## src/rtl/mem_bridge_pkg.sv

```systemverilog
// Shared encodings for the CPU-to-LPDDR2 request bridge: controller idle code,
// bridge state encoding and the byte-lane count helper.
package mem_bridge_pkg;

  localparam logic [3:0] MEM_IDLE = 4'd1;

  typedef logic [2:0] state_t;

  localparam state_t S_IDLE     = 3'd0;
  localparam state_t S_RD_REQ   = 3'd1;
  localparam state_t S_RD_WAIT  = 3'd2;
  localparam state_t S_RMW_REQ  = 3'd3;
  localparam state_t S_RMW_WAIT = 3'd4;
  localparam state_t S_WR_REQ   = 3'd5;
  localparam state_t S_WR_WAIT  = 3'd6;

  function automatic int unsigned lane_count(input int unsigned data_w);
    return data_w / 8;
  endfunction

endpackage

```

## src/rtl/byte_lane_merge.sv

```systemverilog
// Combinational byte-lane merge: enabled lanes come from the new word,
// the remaining lanes keep the old word.
module byte_lane_merge
  import mem_bridge_pkg::*;
#(
  parameter int unsigned DATA_W = 32
) (
  input  logic [DATA_W-1:0]              old_word,
  input  logic [DATA_W-1:0]              new_word,
  input  logic [lane_count(DATA_W)-1:0]  be,
  output logic [DATA_W-1:0]              merged_c
);

  always_comb begin
    merged_c = old_word;
    for (int i = 0; i < int'(lane_count(DATA_W)); i++) begin
      if (be[i]) merged_c[8*i +: 8] = new_word[8*i +: 8];
    end
  end

endmodule

```

## src/rtl/mem_req_bridge.sv

```systemverilog
// CPU load/store front end for the lpddr2_memory controller: stalls the core,
// issues read/write requests, and turns partial stores into read-modify-write.
module mem_req_bridge
  import mem_bridge_pkg::*;
#(
  parameter int unsigned ADDR_W    = 27,
  parameter int unsigned DATA_W    = 32,
  parameter int unsigned TIMEOUT_W = 16
) (
  input  logic                           iCLK,
  input  logic                           iRST_n,
  input  logic                           cpu_re,
  input  logic                           cpu_we,
  input  logic [31:0]                    cpu_addr,
  input  logic [DATA_W-1:0]              cpu_wdata,
  input  logic [lane_count(DATA_W)-1:0]  cpu_be,
  output logic [DATA_W-1:0]              cpu_rdata,
  output logic                           cpu_done,
  output logic                           cpu_err,
  output logic                           cpu_stall,
  output logic                           read_req,
  output logic                           write_req,
  output logic [ADDR_W-1:0]              addr,
  output logic [DATA_W-1:0]              inData,
  input  logic [DATA_W-1:0]              outData,
  input  logic [3:0]                     mem_state
);

  // Fires one count early so the phase ends after exactly 2^W-1 cycles.
  localparam logic [TIMEOUT_W-1:0] WD_FIRE = {{(TIMEOUT_W-1){1'b1}}, 1'b0};

  state_t                state_q, state_d;
  logic [TIMEOUT_W-1:0]  wd_q, wd_d;
  logic                  read_d, write_d, done_d, err_d;
  logic [ADDR_W-1:0]     addr_d;
  logic [DATA_W-1:0]     data_d, rdata_d, merged_c;
  logic                  mem_idle_c;
  logic                  unused_addr_bits;

  assign unused_addr_bits = ^{cpu_addr[31:ADDR_W+2], cpu_addr[1:0]};
  assign mem_idle_c       = (mem_state == MEM_IDLE);
  assign cpu_stall        = (cpu_re | cpu_we) & ~cpu_done;

  byte_lane_merge #(.DATA_W(DATA_W)) u_merge (
    .old_word (outData),
    .new_word (cpu_wdata),
    .be       (cpu_be),
    .merged_c (merged_c)
  );

  // Next-state and next-output logic.
  always_comb begin
    state_d = state_q;
    read_d  = read_req;
    write_d = write_req;
    addr_d  = addr;
    data_d  = inData;
    rdata_d = cpu_rdata;
    done_d  = 1'b0;
    err_d   = 1'b0;
    case (state_q)
      S_IDLE: begin
        if ((cpu_re | cpu_we) && mem_idle_c && !cpu_done) begin
          addr_d = cpu_addr[ADDR_W+1:2];
          data_d = cpu_wdata;
          if (!cpu_we) begin
            state_d = S_RD_REQ;
            read_d  = 1'b1;
          end else if (&cpu_be) begin
            state_d = S_WR_REQ;
            write_d = 1'b1;
          end else if (cpu_be == '0) begin
            done_d = 1'b1;
          end else begin
            state_d = S_RMW_REQ;
            read_d  = 1'b1;
          end
        end
      end
      S_RD_REQ, S_RMW_REQ: begin
        if (!mem_idle_c) begin
          read_d  = 1'b0;
          state_d = (state_q == S_RD_REQ) ? S_RD_WAIT : S_RMW_WAIT;
        end
      end
      S_WR_REQ: begin
        if (!mem_idle_c) begin
          write_d = 1'b0;
          state_d = S_WR_WAIT;
        end
      end
      S_RD_WAIT: begin
        if (mem_idle_c) begin
          rdata_d = outData;
          done_d  = 1'b1;
          state_d = S_IDLE;
        end
      end
      S_RMW_WAIT: begin
        if (mem_idle_c) begin
          data_d  = merged_c;
          write_d = 1'b1;
          state_d = S_WR_REQ;
        end
      end
      S_WR_WAIT: begin
        if (mem_idle_c) begin
          done_d  = 1'b1;
          state_d = S_IDLE;
        end
      end
      default: begin
        state_d = S_IDLE;
        read_d  = 1'b0;
        write_d = 1'b0;
      end
    endcase

    // Watchdog abandons a phase that has not progressed.
    if (state_q != S_IDLE && state_d == state_q && wd_q == WD_FIRE) begin
      state_d = S_IDLE;
      read_d  = 1'b0;
      write_d = 1'b0;
      done_d  = 1'b1;
      err_d   = 1'b1;
    end

    wd_d = (state_d != state_q || state_q == S_IDLE) ? '0 : wd_q + TIMEOUT_W'(1);
  end

  always_ff @(posedge iCLK or negedge iRST_n) begin
    if (!iRST_n) begin
      state_q   <= S_IDLE;
      wd_q      <= '0;
      read_req  <= 1'b0;
      write_req <= 1'b0;
      addr      <= '0;
      inData    <= '0;
      cpu_rdata <= '0;
      cpu_done  <= 1'b0;
      cpu_err   <= 1'b0;
    end else begin
      state_q   <= state_d;
      wd_q      <= wd_d;
      read_req  <= read_d;
      write_req <= write_d;
      addr      <= addr_d;
      inData    <= data_d;
      cpu_rdata <= rdata_d;
      cpu_done  <= done_d;
      cpu_err   <= err_d;
    end
  end

endmodule

```

## config.mk

```make
export PLATFORM = sky130hd
export DESIGN_NAME = mem_req_bridge
export DESIGN_NICKNAME = d
export VERILOG_FILES = /design/src/rtl/mem_bridge_pkg.sv /design/src/rtl/byte_lane_merge.sv /design/src/rtl/mem_req_bridge.sv
export SDC_FILE = /design/constraint.sdc
export NUM_CORES = 1
export LEC_CHECK = 0
export CAP_MARGIN = 5
export CORE_ASPECT_RATIO = 1.5
export CORE_MARGIN = 2
export CORE_UTILIZATION = 45
export CTS_BUF_LIST = sky130_fd_sc_hd__clkbuf_8
export DETAILED_ROUTE_END_ITERATION = 12
export GPL_TIMING_DRIVEN = 0
export PLACE_DENSITY = 0.83
export REMOVE_ABC_BUFFERS = 1
export SYNTH_ARGS = -nofsm -noshare
export SYNTH_HDL_FRONTEND = slang
export SYNTH_SLANG_ARGS = --single-unit
```

## constraint.sdc

```tcl
create_clock -name iCLK -period 2.1 [get_ports iCLK]
set_clock_uncertainty 0.2 [all_clocks]
set_input_delay 0.42 -clock iCLK [delete_from_list [all_inputs] [get_ports iCLK]]
set_output_delay 0.42 -clock iCLK [all_outputs]
set_load 0.01 [all_outputs]
```

==> impl_metrics.yaml <==
pwr:
  p_leak_nw: 3.47
  cellPowerDensity_mw_per_mm2: 1040
  ir_drop_v: 0.000662
min_path:
  hp-start: "inData[24]$_DFFE_PN0P_"
  worstHoldPathCells: 2
  hp-class: "reg -> reg"
  hold_path_end: "inData[24]$_DFFE_PN0P_"
global_route:
  grt_first_pass_wirelength_um: 23100
  grt_util_met1: 0.256
  antenna_found_initial: 0
  grt_pass1_vias: 4555
  busiest_layer: "met2"
  use_met3: 0.0619
  use_met2: 0.453
  grt_max_degree: 75
  grt-ovfl-total: 0
  track_usage: 0.243
layout:
  finalNonFillerCells: 788
  final_common_cell: "clkdlybuf4s50_1"
  drive_above_1_share: 0.203
  seq_area_mm2: 0.00286
  areaGrowthSynthToFinish_pct: 54.1
  nFillCells: 793
  final_nets: 740
  multi_input_area_mm2: 0.00223
  diodes: 0
  final_cell_mix: "clkdlybuf4s50_1, dfrtp_1, mux2_2"
setup_path:
  worstPathRequired_ns: 2.20
  crit_path_start_kind: "register"
  ff2ff_setup_slack_ns: 0.01
  cp_slowest_cell: "dfrtp_4"
  r2r-start: "state_q[2]$_DFF_PN0_"
  worstSetupEndpointType: "register"
  crit_chain: "nor2_2 > and4_4 > mux2_2"
  ff2ff_path_depth: 3
  worst-setup-path-type: "reg -> reg"
  regToRegEndpoint: "addr[25]$_DFFE_PN0P_"
  crit_fanout: 17
  arrival_ns: 2.18
  slowest_delay_ns: 0.58
timing:
  max_freq_mhz: 480
  worst_pin_slew_ns: 0.549
  finalCritPeriodShare: 0.993
  maxSlewHeadroom: 0.634
  grt_setup_unrepaired: "true"
  drv_slew: 0
  setup_tns_ns: 0
  min_period_ns: 2.09
  setup_viol: 0
  finalHoldViolations: 0
routing:
  vias: 4201
  drc: 0
  antenna_left: 0
  drt_first_pass_iters: 4
  viasPerCell: 5.33
  drt_first_iter_violations: 211
  wl_um: 14600
  wl_per_cell_um: 18.6
clock_tree:
  cts.sinks: 114
  clkTransAtPathRegs_ns: 0.07
  cts_max_path_buffers: 2
  clock-root-buffer: "clkbuf_8"
  cts_max_level: 4
  cts_buffers: 17
  cts_tree: "done"
  clock_latency_ns: 0.42
outcome:
  status: "completed"
die:
  initial_core_util: 0.462
  rows: 47
  fp.dieW_um: 91.0
  die_area_mm2: 0.0122
  die_h_um: 134
  core_region_area_mm2: 0.0111
  pin_count: 204
yosys:
  synth_edf_count: 0
  synth-main-ff-cell: "dfrtp_1"
  yosys.area.top_type: "dfrtp_1"
  synth.area.top_cells: "dfrtp_1, mux2_2, mux2i_1"
  syn-instance-count: 418
  ys_types: 51
  synth-seq-area-share: 0.559
  synth_area_mm2: 0.00511
  yosysWarnings: 0
  synth.top_cell.area_share: 0.559
  syn_avg_cell_area_um2: 12.2
  ys_async_sr_fraction: 1.00
  ys_ff_latch: 114
place:
  gp_congestion: 0.839
  port_buffers: 198
  dp_cells: 743
  place.detailed.hpwl_um: 10000
job:
  cap_violations: 0
## routing by layer
metal  share of wire  wire length [um]
met5               0                 0
met4           0.029               425
met3           0.049               723
met2            0.56              8130
met1            0.37              5360
## cell families after synthesis
kind of cell               count (synthesis)  share of synthesized area
xor gates and xnor gates                  11                     0.0189
AOI/OAI and AO/OA                         66                     0.0772
DFF                                      114                      0.559
adders and majority gates                  2                    0.00490
muxes                                     93                      0.197
buffers and inverters                     27                     0.0296
and+or+nand+nor                          105                      0.114
## sequential cells by signal, indices dropped and copies added, names as in the netlist
register	count
cpu_rdata	32
inData	32
addr	27
wd_q	16
state_q	3
cpu_done	1
cpu_err	1
read_req	1
write_req	1
## what timing repair did
action	in CTS	in global routing
resized for setup	11	9
endpoints found under the hold margin	40	0
hold buffers	1	0
cloned	2	0
setup endpoints to repair	107	86
pin swaps	7	3
buffers inserted	9	3
## area by class of cell
| cell class | instances | share of cell area |
|---|---|---|
| multi-input combinational | 279 | 0.284 |
| clock inverter | 9 | 0.0135 |
| inverter | 4 | 0.00238 |
| tap | 147 | 0.0234 |
| clock buffer | 21 | 0.0367 |
| timing repair buffer | 214 | 0.277 |
| sequential | 114 | 0.363 |
## worst max-delay path: cells and delay by family (launching register included)
kind / cells / cell delay [ns]
simple gates: 2 / 0.79
mux: 1 / 0.37
flops: 1 / 0.58
## synth_stat cells, types with 2 or more instances
library cell  count
a21oi_1           7
a31oi_1           2
and3_1            3
and4_1            2
buf_2             7
buf_4             3
buf_6             4
clkbuf_1          9
dfrtp_1         114
ha_1              2
inv_1             4
mux2_2           59
mux2i_1          34
nand2_1          40
nand3_1          10
nand4_1           7
nor2_1           20
nor2_4            2
nor2_8            2
nor4_1            2
o211ai_1          2
o21ai_0          29
o21ai_1          10
o21bai_1          2
o31ai_1           2
o32ai_1           2
or3_1             5
xnor2_1           3
xor2_1            8
## stage by stage
stage	instance area [um^2]	setup slack [ns]	power (mW)	hold slack [ns]	utilization
3_5_place_dp	7220	-1.23	5.95	0.240	0.653
5_1_grt	7870	-0.0288	8.58	0.311	0.712
3_3_place_gp	7140	-3.85	5.82	0.261	0.646
2_1_floorplan	4970	-1.40	4.34	-0.0756	-
4_1_cts	7780	0.0123	8.12	0.287	0.704
6_report	7870	0.0148	8.16	0.282	0.712
## power breakdown
group / internal, mW / leakage, nW / total (mW) / switching, mW
clock network: 1.16 / 0.196 / 2.04 / 0.875
logic: 1.66 / 1.75 / 2.95 / 1.28
registers: 2.76 / 1.52 / 3.18 / 0.416
## how the worst max path moves through the flow
stage	startpoint	to	slack [ns]	cells past startpoint
after floorplan	cpu_re	inData[0]$_DFFE_PN0P_	-1.40	3
after global placement	iRST_n	addr[0]$_DFFE_PN0P_	-3.85	1
after detailed placement	mem_state[1]	addr[25]$_DFFE_PN0P_	-1.23	4
after CTS	mem_state[1]	read_req$_DFFE_PN0P_	0.01	5
after global routing	mem_state[1]	state_q[2]$_DFF_PN0_	-0.03	5
final	state_q[2]$_DFF_PN0_	addr[25]$_DFFE_PN0P_	0.01	3
No activity file was read; power rests on OpenSTA's default activity.
